## config.mk

```make
export PLATFORM = sky130hd
export DESIGN_NAME = payload_window_sel
export DESIGN_NICKNAME = d
export VERILOG_FILES = /design/src/rtl/ofdm_pkg.sv /design/src/rtl/payload_window_sel_sym_cnt.sv /design/src/rtl/payload_window_sel.sv
export SDC_FILE = /design/constraint.sdc
export NUM_CORES = 1
export LEC_CHECK = 0
export ABC_CLOCK_PERIOD_IN_PS = 5300
export BUFFER_PORTS_ARGS = -buffer_cell sky130_fd_sc_hd__buf_4
export CORE_MARGIN = 10
export CORE_UTILIZATION = 50
export DETAILED_ROUTE_END_ITERATION = 7
export GPL_TIMING_DRIVEN = 0
export MAX_ROUTING_LAYER = met4
export PLACE_DENSITY = 0.8
export REMOVE_ABC_BUFFERS = 1
export SLEW_MARGIN = 20
export SYNTH_ARGS = -nofsm -noshare
export SYNTH_HDL_FRONTEND = slang
export SYNTH_HIERARCHICAL = 1
export SYNTH_SLANG_ARGS = --single-unit
```

## constraint.sdc

```tcl
create_clock -name clk -period 5.3 [get_ports clk]
set_input_delay 0 -clock clk [delete_from_list [all_inputs] [get_ports clk]]
set_output_delay 0 -clock clk [all_outputs]
set_load 0.02 [all_outputs]
```

## src/rtl/ofdm_pkg.sv

```systemverilog
// ofdm_pkg -- shared OFDM definitions.
//   OFDM_N      : global samples-per-symbol used across the receive chain.
//   PWS_*       : defaults for payload_window_sel (sample width, symbol size,
//                 front/back guard lengths, symbol-count width).
//   payload_len : payload samples left in one symbol after guard removal.
package ofdm_pkg;

  localparam int OFDM_N = 512;

  localparam int PWS_DW = 14;
  localparam int PWS_N  = OFDM_N;
  localparam int PWS_GF = 16;
  localparam int PWS_GB = 16;
  localparam int PWS_SW = 4;

  function automatic int payload_len(input int n, input int gf, input int gb);
    return n - gf - gb;
  endfunction

endpackage

```

## src/rtl/payload_window_sel_sym_cnt.sv

```systemverilog
// sym_sample_cnt -- sample index (k) and symbol index (s) tracking.
//   clk, rst_n   : clock, asynchronous active-low reset
//   frm_start    : restarts the frame (k = 0, s = 0, latches cfg_nsym)
//   di_vld       : input beat valid; advances k
//   cfg_nsym     : payload symbol count for the new frame
//   beat_k/s/nsym: k, s and symbol limit that apply to the beat presented this
//                  cycle (frm_start already folded in)
//   trunc        : a symbol is being cut short this cycle
module sym_sample_cnt
  import ofdm_pkg::*;
#(
  parameter int N  = PWS_N,
  parameter int SW = PWS_SW,
  parameter int KW = $clog2(N)
) (
  input  logic          clk,
  input  logic          rst_n,
  input  logic          frm_start,
  input  logic          di_vld,
  input  logic [SW-1:0] cfg_nsym,
  output logic [KW-1:0] beat_k,
  output logic [SW-1:0] beat_s,
  output logic [SW-1:0] beat_nsym,
  output logic          trunc
);

  localparam logic [KW-1:0] K_LAST = KW'(N - 1);

  logic [KW-1:0] k, k_nxt;
  logic [SW-1:0] s, s_nxt;
  logic [SW-1:0] nsym_lat;

  // A beat coincident with frm_start already belongs to the new frame, so the
  // registered state is overridden before it is used anywhere.
  always_comb begin
    beat_k    = frm_start ? '0 : k;
    beat_s    = frm_start ? '0 : s;
    beat_nsym = frm_start ? cfg_nsym : nsym_lat;
  end

  // A gap is only legal on a symbol boundary; frm_start abandons the symbol
  // on purpose and is therefore never a truncation.
  assign trunc = !di_vld && !frm_start && (k != '0);

  always_comb begin
    // NOTE: every output of a combinational block gets a default first, so no
    // path leaves it unassigned and no latch is inferred.
    k_nxt = beat_k;
    s_nxt = beat_s;
    if (di_vld) begin
      if (beat_k == K_LAST) begin
        k_nxt = '0;
        // s stops at the symbol limit; suppressed symbols keep k counting.
        if (beat_s < beat_nsym) s_nxt = beat_s + 1'b1;
      end else begin
        k_nxt = beat_k + 1'b1;
      end
    end else begin
      // Idle at k == 0 keeps 0; a truncation restarts the same symbol.
      k_nxt = '0;
    end
  end

  // NOTE: state registers use non-blocking assignments so every flop samples
  // the pre-edge values regardless of statement order.
  always_ff @(posedge clk or negedge rst_n) begin
    if (!rst_n) begin
      k        <= '0;
      s        <= '0;
      nsym_lat <= '0;
    end else begin
      k <= k_nxt;
      s <= s_nxt;
      if (frm_start) nsym_lat <= cfg_nsym;
    end
  end

endmodule

```

## src/rtl/payload_window_sel.sv

```systemverilog
// payload_window_sel -- strips front/back guard samples from each symbol and
// flags the payload portion of the first cfg_nsym symbols of a frame.
//   clk, rst_n      : clock, asynchronous active-low reset
//   frm_start       : one-cycle frame start; samples cfg_nsym
//   cfg_nsym        : payload symbols in the frame
//   di_re/di_im     : signed input sample, di_vld qualifies it
//   do_re/do_im     : input sample delayed by one cycle (always registered)
//   do_vld          : output sample is payload
//   do_sop/do_eop   : first/last payload sample of a symbol
//   do_sym          : symbol index of the current output
//   err_short       : one-cycle pulse when a symbol was cut short
module payload_window_sel
  import ofdm_pkg::*;
#(
  parameter int DW = PWS_DW,
  parameter int N  = PWS_N,
  parameter int GF = PWS_GF,
  parameter int GB = PWS_GB,
  parameter int SW = PWS_SW
) (
  input  logic                 clk,
  input  logic                 rst_n,
  input  logic                 frm_start,
  input  logic [SW-1:0]        cfg_nsym,
  input  logic signed [DW-1:0] di_re,
  input  logic signed [DW-1:0] di_im,
  input  logic                 di_vld,
  output logic signed [DW-1:0] do_re,
  output logic signed [DW-1:0] do_im,
  output logic                 do_vld,
  output logic                 do_sop,
  output logic                 do_eop,
  output logic [SW-1:0]        do_sym,
  output logic                 err_short
);

  localparam int KW = $clog2(N);
  localparam logic [KW-1:0] K_SOP = KW'(GF);
  localparam logic [KW-1:0] K_EOP = KW'(N - GB - 1);

  logic [KW-1:0] beat_k;
  logic [SW-1:0] beat_s;
  logic [SW-1:0] beat_nsym;
  logic          trunc;
  logic          payload;

  sym_sample_cnt #(
    .N  (N),
    .SW (SW),
    .KW (KW)
  ) u_cnt (
    .clk       (clk),
    .rst_n     (rst_n),
    .frm_start (frm_start),
    .di_vld    (di_vld),
    .cfg_nsym  (cfg_nsym),
    .beat_k    (beat_k),
    .beat_s    (beat_s),
    .beat_nsym (beat_nsym),
    .trunc     (trunc)
  );

  assign payload = di_vld && (beat_k >= K_SOP) && (beat_k <= K_EOP) &&
                   (beat_s < beat_nsym);

  // NOTE: the sample registers are reset along with the flags so every output
  // reads 0 during and right after reset; they are plain flops, not memory.
  always_ff @(posedge clk or negedge rst_n) begin
    if (!rst_n) begin
      do_re     <= '0;
      do_im     <= '0;
      do_vld    <= 1'b0;
      do_sop    <= 1'b0;
      do_eop    <= 1'b0;
      do_sym    <= '0;
      err_short <= 1'b0;
    end else begin
      do_re     <= di_re;
      do_im     <= di_im;
      do_vld    <= payload;
      do_sop    <= payload && (beat_k == K_SOP);
      do_eop    <= payload && (beat_k == K_EOP);
      do_sym    <= beat_s;
      err_short <= trunc;
    end
  end

endmodule

```

Word-level counts from Yosys, hierarchy flattened --
Cells that the tools add are included.
Storage, ports and cells: register bits after elaboration 53, output and inout bits 36, logic and storage cells 36
Operators by class: equal/unequal tests 3, add/subtract/negate cells 2, reductions and logical operators 10, mux-type cells 8, magnitude comparators 3
Operator list (number):
- $mux 9 | 3
- $mux 4 | 5
- $eq 9x9->1 const B | 2
- $add 9x1->9 const B | 1
- $eq 9x5->1 const B | 1
- $ge 9x5->1 const B | 1
- $le 9x9->1 const B | 1
- $reduce_bool 9->1 | 1
- $logic_and 1x1->1 | 7
- $add 4x1->4 const B | 1
- $lt 4x4->1 | 1
- $logic_not 1->1 | 2

Depth between registers and ports, before layout --
Gate-level depths: netlist of run 1.
word-level depth 6, depth in mapped cells 11

Cells and area by module --
Netlist of run 1, hierarchy kept.
By module, submodules not included:
- payload_window_sel | area each 1067.3 um^2, cells each 59, seq. area each 900.9 um^2, times used 1
- sym_sample_cnt | area each 930.9 um^2, cells each 92, seq. area each 425.4 um^2, times used 1

Worst setup path before layout of run 1 --
No wires, ideal clock.
path type in2reg, from input port frm_start, to register u_cnt.s[1], path slack 3175 ps, stages on the path 11, arrival 2000 ps, required time 5175 ps, cell sequence clkbuf_1 -> clkbuf_1 -> nor2b_1 -> ha_1 -> nand2_1 -> nor2_1 -> and3_1 -> ha_1 -> and3b_1 -> o21ai_2 -> mux2_4
Between the ends: elaborated cells on any way between the ends 9, classes of those cells add/sub (1); order compare (1); eq/ne (1); mux (6)
RTL lines:
- from (decl) | line payload_window_sel.sv:23 | input logic frm_start,
- $mux 9 | line payload_window_sel_sym_cnt.sv:36 | beat_k = frm_start ? '0 : k;
- via beat_k[0] | line payload_window_sel.sv:41 | logic [KW-1:0] beat_k;
- $eq 9x9->1 | line payload_window_sel_sym_cnt.sv:51 | if (beat_k == K_LAST) begin
- $mux 4 | line payload_window_sel_sym_cnt.sv:51
- $mux 4 | line payload_window_sel_sym_cnt.sv:50 | if (di_vld) begin
- via u_cnt.s_nxt[1] | line payload_window_sel_sym_cnt.sv:30 | logic [SW-1:0] s, s_nxt;
- to (signal assigned) | line payload_window_sel_sym_cnt.sv:73 | s <= s_nxt;
- to (decl) | line payload_window_sel_sym_cnt.sv:30
The timed path passes the listed nets, and every way through them passes these cells.

Worst setup path in the final report of run 1 --
from register u_cnt.k[0], to register u_cnt.s[1]
Between the ends: longest elaborated chain between the ends 4
RTL lines:
- from (decl) | line payload_window_sel_sym_cnt.sv:29 | logic [KW-1:0] k, k_nxt;
- from (signal assigned) | line payload_window_sel_sym_cnt.sv:72 | k <= k_nxt;
- $mux 9 | line payload_window_sel_sym_cnt.sv:36
- via beat_k[0] | line payload_window_sel.sv:41
- $eq 9x9->1 | line payload_window_sel_sym_cnt.sv:51
- $mux 4 | line payload_window_sel_sym_cnt.sv:51
- $mux 4 | line payload_window_sel_sym_cnt.sv:50
- via u_cnt.s_nxt[1] | line payload_window_sel_sym_cnt.sv:30
The timed path passes the listed nets, and every way through them passes these cells.

==> results of run 1 <==
==> worst min path at each step <==
stage | start | end | cells past startpoint
after floorplan | rst_n | do_eop$_DFF_PN0_ | 0
final | frm_start | err_short$_DFF_PN0_ | 2
after CTS | frm_start | err_short$_DFF_PN0_ | 2
after detailed placement | rst_n | do_re[2]$_DFF_PN0_ | 1
after global routing | frm_start | err_short$_DFF_PN0_ | 2
after global placement | rst_n | do_im[9]$_DFF_PN0_ | 1
==> stage by stage <==
step | area, um2 | hold WS (ns)
after global placement | 2580 | 0.0494
after global routing | 3040 | 0.0617
after CTS | 3040 | 0.0491
after detailed placement | 2580 | 0.0685
after floorplan | 1990 | -0.296
final | 3040 | 0.0492
==> area by class of cell <==
| type | instances | area, um2 | area share |
|---|---|---|---|
| clock inverter | 2 | 41.3 | 0.0136 |
| sequential | 53 | 1330 | 0.436 |
| tap | 48 | 60.1 | 0.0197 |
| multi-input combinational | 86 | 627 | 0.206 |
| inverter | 9 | 33.8 | 0.0111 |
| timing repair buffer | 105 | 873 | 0.287 |
| clock buffer | 6 | 82.6 | 0.0271 |
==> cell families after synthesis <==
group           after synthesis  synth area share
simple gates                 54             0.164
flops                        53             0.664
compound gates               13            0.0470
buf+inv                      12            0.0225
xor+xnor                      8            0.0351
fa+ha+maj                     8            0.0501
mux                           3            0.0175
==> metal layers <==
layer  wire length [um]  GRT usage  up-vias  part of all wire
met4                191     0.0892        0             0.033
met2               3350      0.326       38              0.58
met3                174     0.0342       14             0.030
met1               2050      0.158      782              0.36
li1                   -          -      731                 -
met5                  0          -        -                 0
==> registers in the layout, summed over array words and instances (netlist names) <==
register and cells:
do_eop 1, do_im 14, do_re 14, do_sop 1
do_sym 4, do_vld 1, err_short 1, u_cnt/k 9
u_cnt/nsym_lat 4, u_cnt/s 4
==> power by group through the flow <==
stage / clock network, mW / logic, mW / registers, mW
after floorplan: 0 / 0.0147 / 0.447
after global placement: 0 / 0.0809 / 0.432
after detailed placement: 0 / 0.0832 / 0.433
after CTS: 0.295 / 0.104 / 0.425
after global routing: 0.314 / 0.113 / 0.427
final: 0.295 / 0.105 / 0.426
==> what timing repair did <==
| action | CTS | global route |
|---|---|---|
| gates resized for setup | 0 | 0 |
| endpoints found under the hold margin | 87 | 0 |
| hold buffers | 34 | 0 |
==> cells in the mapped netlist, types with 2 or more instances <==
library cell  count  area share
o211ai_1          3       0.011
ha_1              8       0.050
nor2_1           10       0.019
and3_1            2      0.0063
nand2b_1          3      0.0094
nand2_1           6       0.011
nor2b_1          12       0.038
xor2_1            2      0.0088
mux2i_1           2       0.010
nor3_1            4       0.010
nand3_1           3      0.0075
o21ai_0           4       0.010
xnor2_1           6       0.026
clkbuf_1          3      0.0056
inv_1             9       0.017
dfrtp_1          53        0.66
a21oi_1           2      0.0050
==> metrics.yaml, run 1 <==
critPathLaunchType: "flop"
first_pass_iters: 4
crit_buf_inv: 0
seq_area_frac_synth: 0.664
synth_seq_cells: 53
start_util: 0.530
nets: 304
drc: 0
cts_tree: "done"
slowest_stage: "dfrtp_1"
fp-row-count: 22
avgRoutedWirePerCell_um: 18.7
rsz0062_at_grt: "no"
synth_edf_count: 0
dieArea_um2: 6920
ir_drop_mv: 0.237
yosys_most_used_dff: "dfrtp_1"
crit_end: "u_cnt/s[1]$_DFF_PN0_"
grt_overflow_total: 0
fillers: 203
cts_root_buffer: "clkbuf_8"
cts_made_buffers: 5
grt_pass1_vias: 1832
p_leak_nw: 1.50
clock_latency_ns: 0.32
cts_num_sinks: 53
globalRouteTotalUtil: 0.173
port_buffers: 71
fin_util: 0.807
netSwitchingFraction: 0.238
internal_power_mw: 0.630
ioPinCount: 72
drive_gt1_frac: 0.330
drt_iter0_drc: 131
p_per_area_nw_per_um2: 272
core_um2: 3770
r2r-start: "u_cnt/k[0]$_DFF_PN0_"
place_worst_setup_slack_ns: 2.99
diodes: 0
clk_path_buf_depth: 2
clk_pin_slew_ns: 0.10
worstSetupEndpointType: "flop"
relSlewSlack: 0.572
crit_arrival_ns: 2.63
antenna_found_initial: 0
r2r_setup_slack_ns: 2.89
synth_warnings: 6
mostFrequentLayoutCell: "buf_4"
syn_area_um2: 2000
layout_common_cells: "buf_4, dfrtp_1, dlygate4sd3_1"
fin_cells: 309
place.gp.congestion: 0.831
die_height_um: 83.2
finalSetupViolCount: 0
tightest_slew_ns: 0.642
fin_ws_ns: 2.89
fin_setup_tns_ns: 0
fin_crit_sh: 0.455
worst-path-max-fanout: 4
power.clock.fraction: 0.357
numPlacedInstances: 267
route.vias.total: 1565
netlist_instances: 151
power_mw: 0.827
max_freq_mhz: 415
p_seq_frac: 0.515
finalWirelength_um: 5770
dp_hpwl_um: 3670
drv_cap: 0
critPathLaunch: "u_cnt/k[0]$_DFF_PN0_"
required_ns: 5.52
grt_first_pass_wirelength_um: 9330
cp_top_family: "simple AND/OR/NAND/NOR gates"
hold_violations: 0
pwr-share-comb: 0.127
criticalPathCategory: "flop to flop"
worst-path-stages: 9
htreeDepth: 2
worstReg2RegEnd: "u_cnt/s[1]$_DFF_PN0_"
outcome: "finished clean"
ys_types: 36
p_sw_mw: 0.197
vias_per_cell: 5.06
period_minus_slack_ns: 2.41
min_path_type: "primary input to flop"
finalClockSkew_ns: 0.0162
syn_to_final_growth_pct: 52.3
synthArstFlopShare: 1.00
drv_slew: 0
cpPeakStageDelay_ns: 0.42
r2r_cells: 9
postCtsSetupBuffers: 0
syn_area_per_cell_um2: 13.2
die_x_um: 83.2
cp_cell_sequence: "nor2b_1 -> ha_1 -> nand2_1 -> nor2_1 -> and3_1 -> ha_1 -> and3b_1 -> o21ai_2 -> mux2_4"
final_antenna_net_count: 0
grt_max_degree: 54
path_common_cell: "ha_1"
(Power assumes the default switching activity.)
==> inputs of run 2 (changes only) <==
Settings changed: ABC_CLOCK_PERIOD_IN_PS 5300 to 2100, CORE_UTILIZATION 50 to 44, PLACE_DENSITY 0.8 to 0.75.
Clock period 5.3 ns to 2.1 ns, I/O delays scaled along.
==> run 2 against run 1 <==
Sequential cell count unchanged. Clock skew decreased by 0.0063 ns. Utilization decreased by 11 points. Critical path depth unchanged. Critical endpoint unchanged. Sequential share of layout area decreased by 0.13 points.
==> metrics.yaml, run 2 (same netlist as run 1, synthesis figures left out) <==
pwr-share-comb: 0.141
cp_cell_sequence: "nor2b_4 -> ha_4 -> nand2_1 -> nor2_2 -> and3_1 -> ha_1 -> and3b_2 -> o21ai_2 -> mux2_4"
internal_power_mw: 1.43
worstSetupEndpointType: "flop"
avgRoutedWirePerCell_um: 16.8
grt_pass1_vias: 1619
grt_first_pass_wirelength_um: 8310
layout_common_cells: "buf_4, dfrtp_1, dlygate4sd3_1"
cts_root_buffer: "clkbuf_8"
cp_top_family: "simple AND/OR/NAND/NOR gates"
clock_latency_ns: 0.30
dieArea_um2: 7640
finalWirelength_um: 5260
fillers: 296
final_antenna_net_count: 0
port_buffers: 71
finalClockSkew_ns: 0.00984
p_leak_nw: 1.49
critPathLaunchType: "flop"
hold_violations: 0
criticalPathCategory: "flop to flop"
ir_drop_mv: 0.405
r2r-start: "u_cnt/k[0]$_DFF_PN0_"
crit_arrival_ns: 2.21
fin_setup_tns_ns: 0
worst-path-max-fanout: 4
p_per_area_nw_per_um2: 625
htreeDepth: 2
p_sw_mw: 0.474
fin_ws_ns: 0.0926
multi_input_area_um2: 658
cts_made_buffers: 5
start_util: 0.456
die_x_um: 87.4
clk_pin_slew_ns: 0.10
die_height_um: 87.4
outcome: "finished clean"
route.vias.total: 1547
place.gp.congestion: 0.802
syn_to_final_growth_pct: 52.8
max_freq_mhz: 498
rsz0062_at_grt: "no"
critPathLaunch: "u_cnt/k[0]$_DFF_PN0_"
min_path_type: "primary input to flop"
finalSetupViolCount: 0
fin_crit_sh: 0.956
grt_overflow_total: 0
ioPinCount: 72
slowest_stage: "dfrtp_1"
clk_path_buf_depth: 2
first_pass_iters: 4
tightest_slew_ns: 0.635
mostFrequentLayoutCell: "buf_4"
cpPeakStageDelay_ns: 0.36
required_ns: 2.30
drive_gt1_frac: 0.355
fp-row-count: 24
netSwitchingFraction: 0.249
final_area_um2: 3050
power.clock.fraction: 0.298
antenna_found_initial: 0
drv_cap: 0
vias_per_cell: 4.93
place_worst_setup_slack_ns: -0.201
reg.largest.list: "do_im x14, do_re x14, u_cnt/k x9"
seqCellArea_um2: 1330
drt_iter0_drc: 43
dp_hpwl_um: 3470
relSlewSlack: 0.576
crit_buf_inv: 0
grt_max_degree: 54
p_seq_frac: 0.561
drc: 0
nets: 305
place_area_um2: 2580
period_minus_slack_ns: 2.01
diodes: 0
cts_num_sinks: 53
globalRouteTotalUtil: 0.142
min-delay-start: "cfg_nsym[0]"
core_um2: 4380
drv_slew: 0
cts_tree: "done"
[run 2: cell types whose count changed in the layout (fill, tap and decap cells not counted), moves of 2 or more]
cell / delta
nor2b_4: +2
buf_4: +2
nor2b_1: -2
clkinv_4: +2
[run 2: repair_timing]
action / in CTS / in global routing
endpoints found under the hold margin: 86 / 0
resized for setup: 5 / 3
endpoints found under the setup margin: 4 / 1
hold buffers: 33 / 0
buffers inserted: 2 / 0
[run 2: worst register-to-register path, cell delays in order, from the launching register on]
cell,delay (ns)
dfrtp_1,0.36
nor2b_4,0.23
ha_4,0.18
nand2_1,0.06
nor2_2,0.11
and3_1,0.18
ha_1,0.16
and3b_2,0.23
o21ai_2,0.09
mux2_4,0.31
[run 2: path summary, 6_finish.rpt]
path                                          endpoint  slack [ns]  cells after the start
setup / recovery                  u_cnt/s[1]$_DFF_PN0_        0.09                      9
hold / removal             u_cnt/nsym_lat[0]$_DFF_PN0_        0.02                      3
setup reg to reg                  u_cnt/s[1]$_DFF_PN0_        0.09                      9
hold reg to reg            u_cnt/nsym_lat[1]$_DFF_PN0_        0.53                      2
max in group asynchronous          err_short$_DFF_PN0_        1.40                      2
min in group asynchronous           do_re[2]$_DFF_PN0_        0.27                      2
[run 2: through the flow]
stage	hold slack [ns]	cells	power, mW	util
2_1_floorplan	-0.296	148	1.16	-
3_3_place_gp	0.0726	271	1.29	0.590
3_5_place_dp	0.0687	271	1.30	0.590
4_1_cts	0.0142	314	1.92	0.693
5_1_grt	0.0386	314	1.99	0.696
6_report	0.0216	314	1.91	0.696
[run 2: routing by layer]
layer  global-route usage  vias to the layer above  part of all wire
li1                     -                      723                 -
met1                0.151                      778              0.38
met2                0.255                       40              0.57
met3               0.0346                        6             0.043
met4               0.0391                        0             0.011
met5                    -                        -                 0
[run 2: cell type report]
| type | instances | share of cell area |
|---|---|---|
| clock buffers | 5 | 0.0225 |
| clock inverters | 3 | 0.00738 |
| inverters | 9 | 0.0111 |
| multi-input cells | 86 | 0.216 |
| flip-flops and latches | 53 | 0.434 |
| well taps | 52 | 0.0213 |
| repair buffers | 106 | 0.288 |
[run 2: power by group through the flow]
stage / Sequential, mW / Clock (mW) / Combinational [mW]
after global routing: 1.07 / 0.622 / 0.293
after CTS: 1.07 / 0.584 / 0.268
after detailed placement: 1.09 / 0 / 0.210
after floorplan: 1.13 / 0 / 0.0370
final: 1.07 / 0.569 / 0.269
after global placement: 1.09 / 0 / 0.206
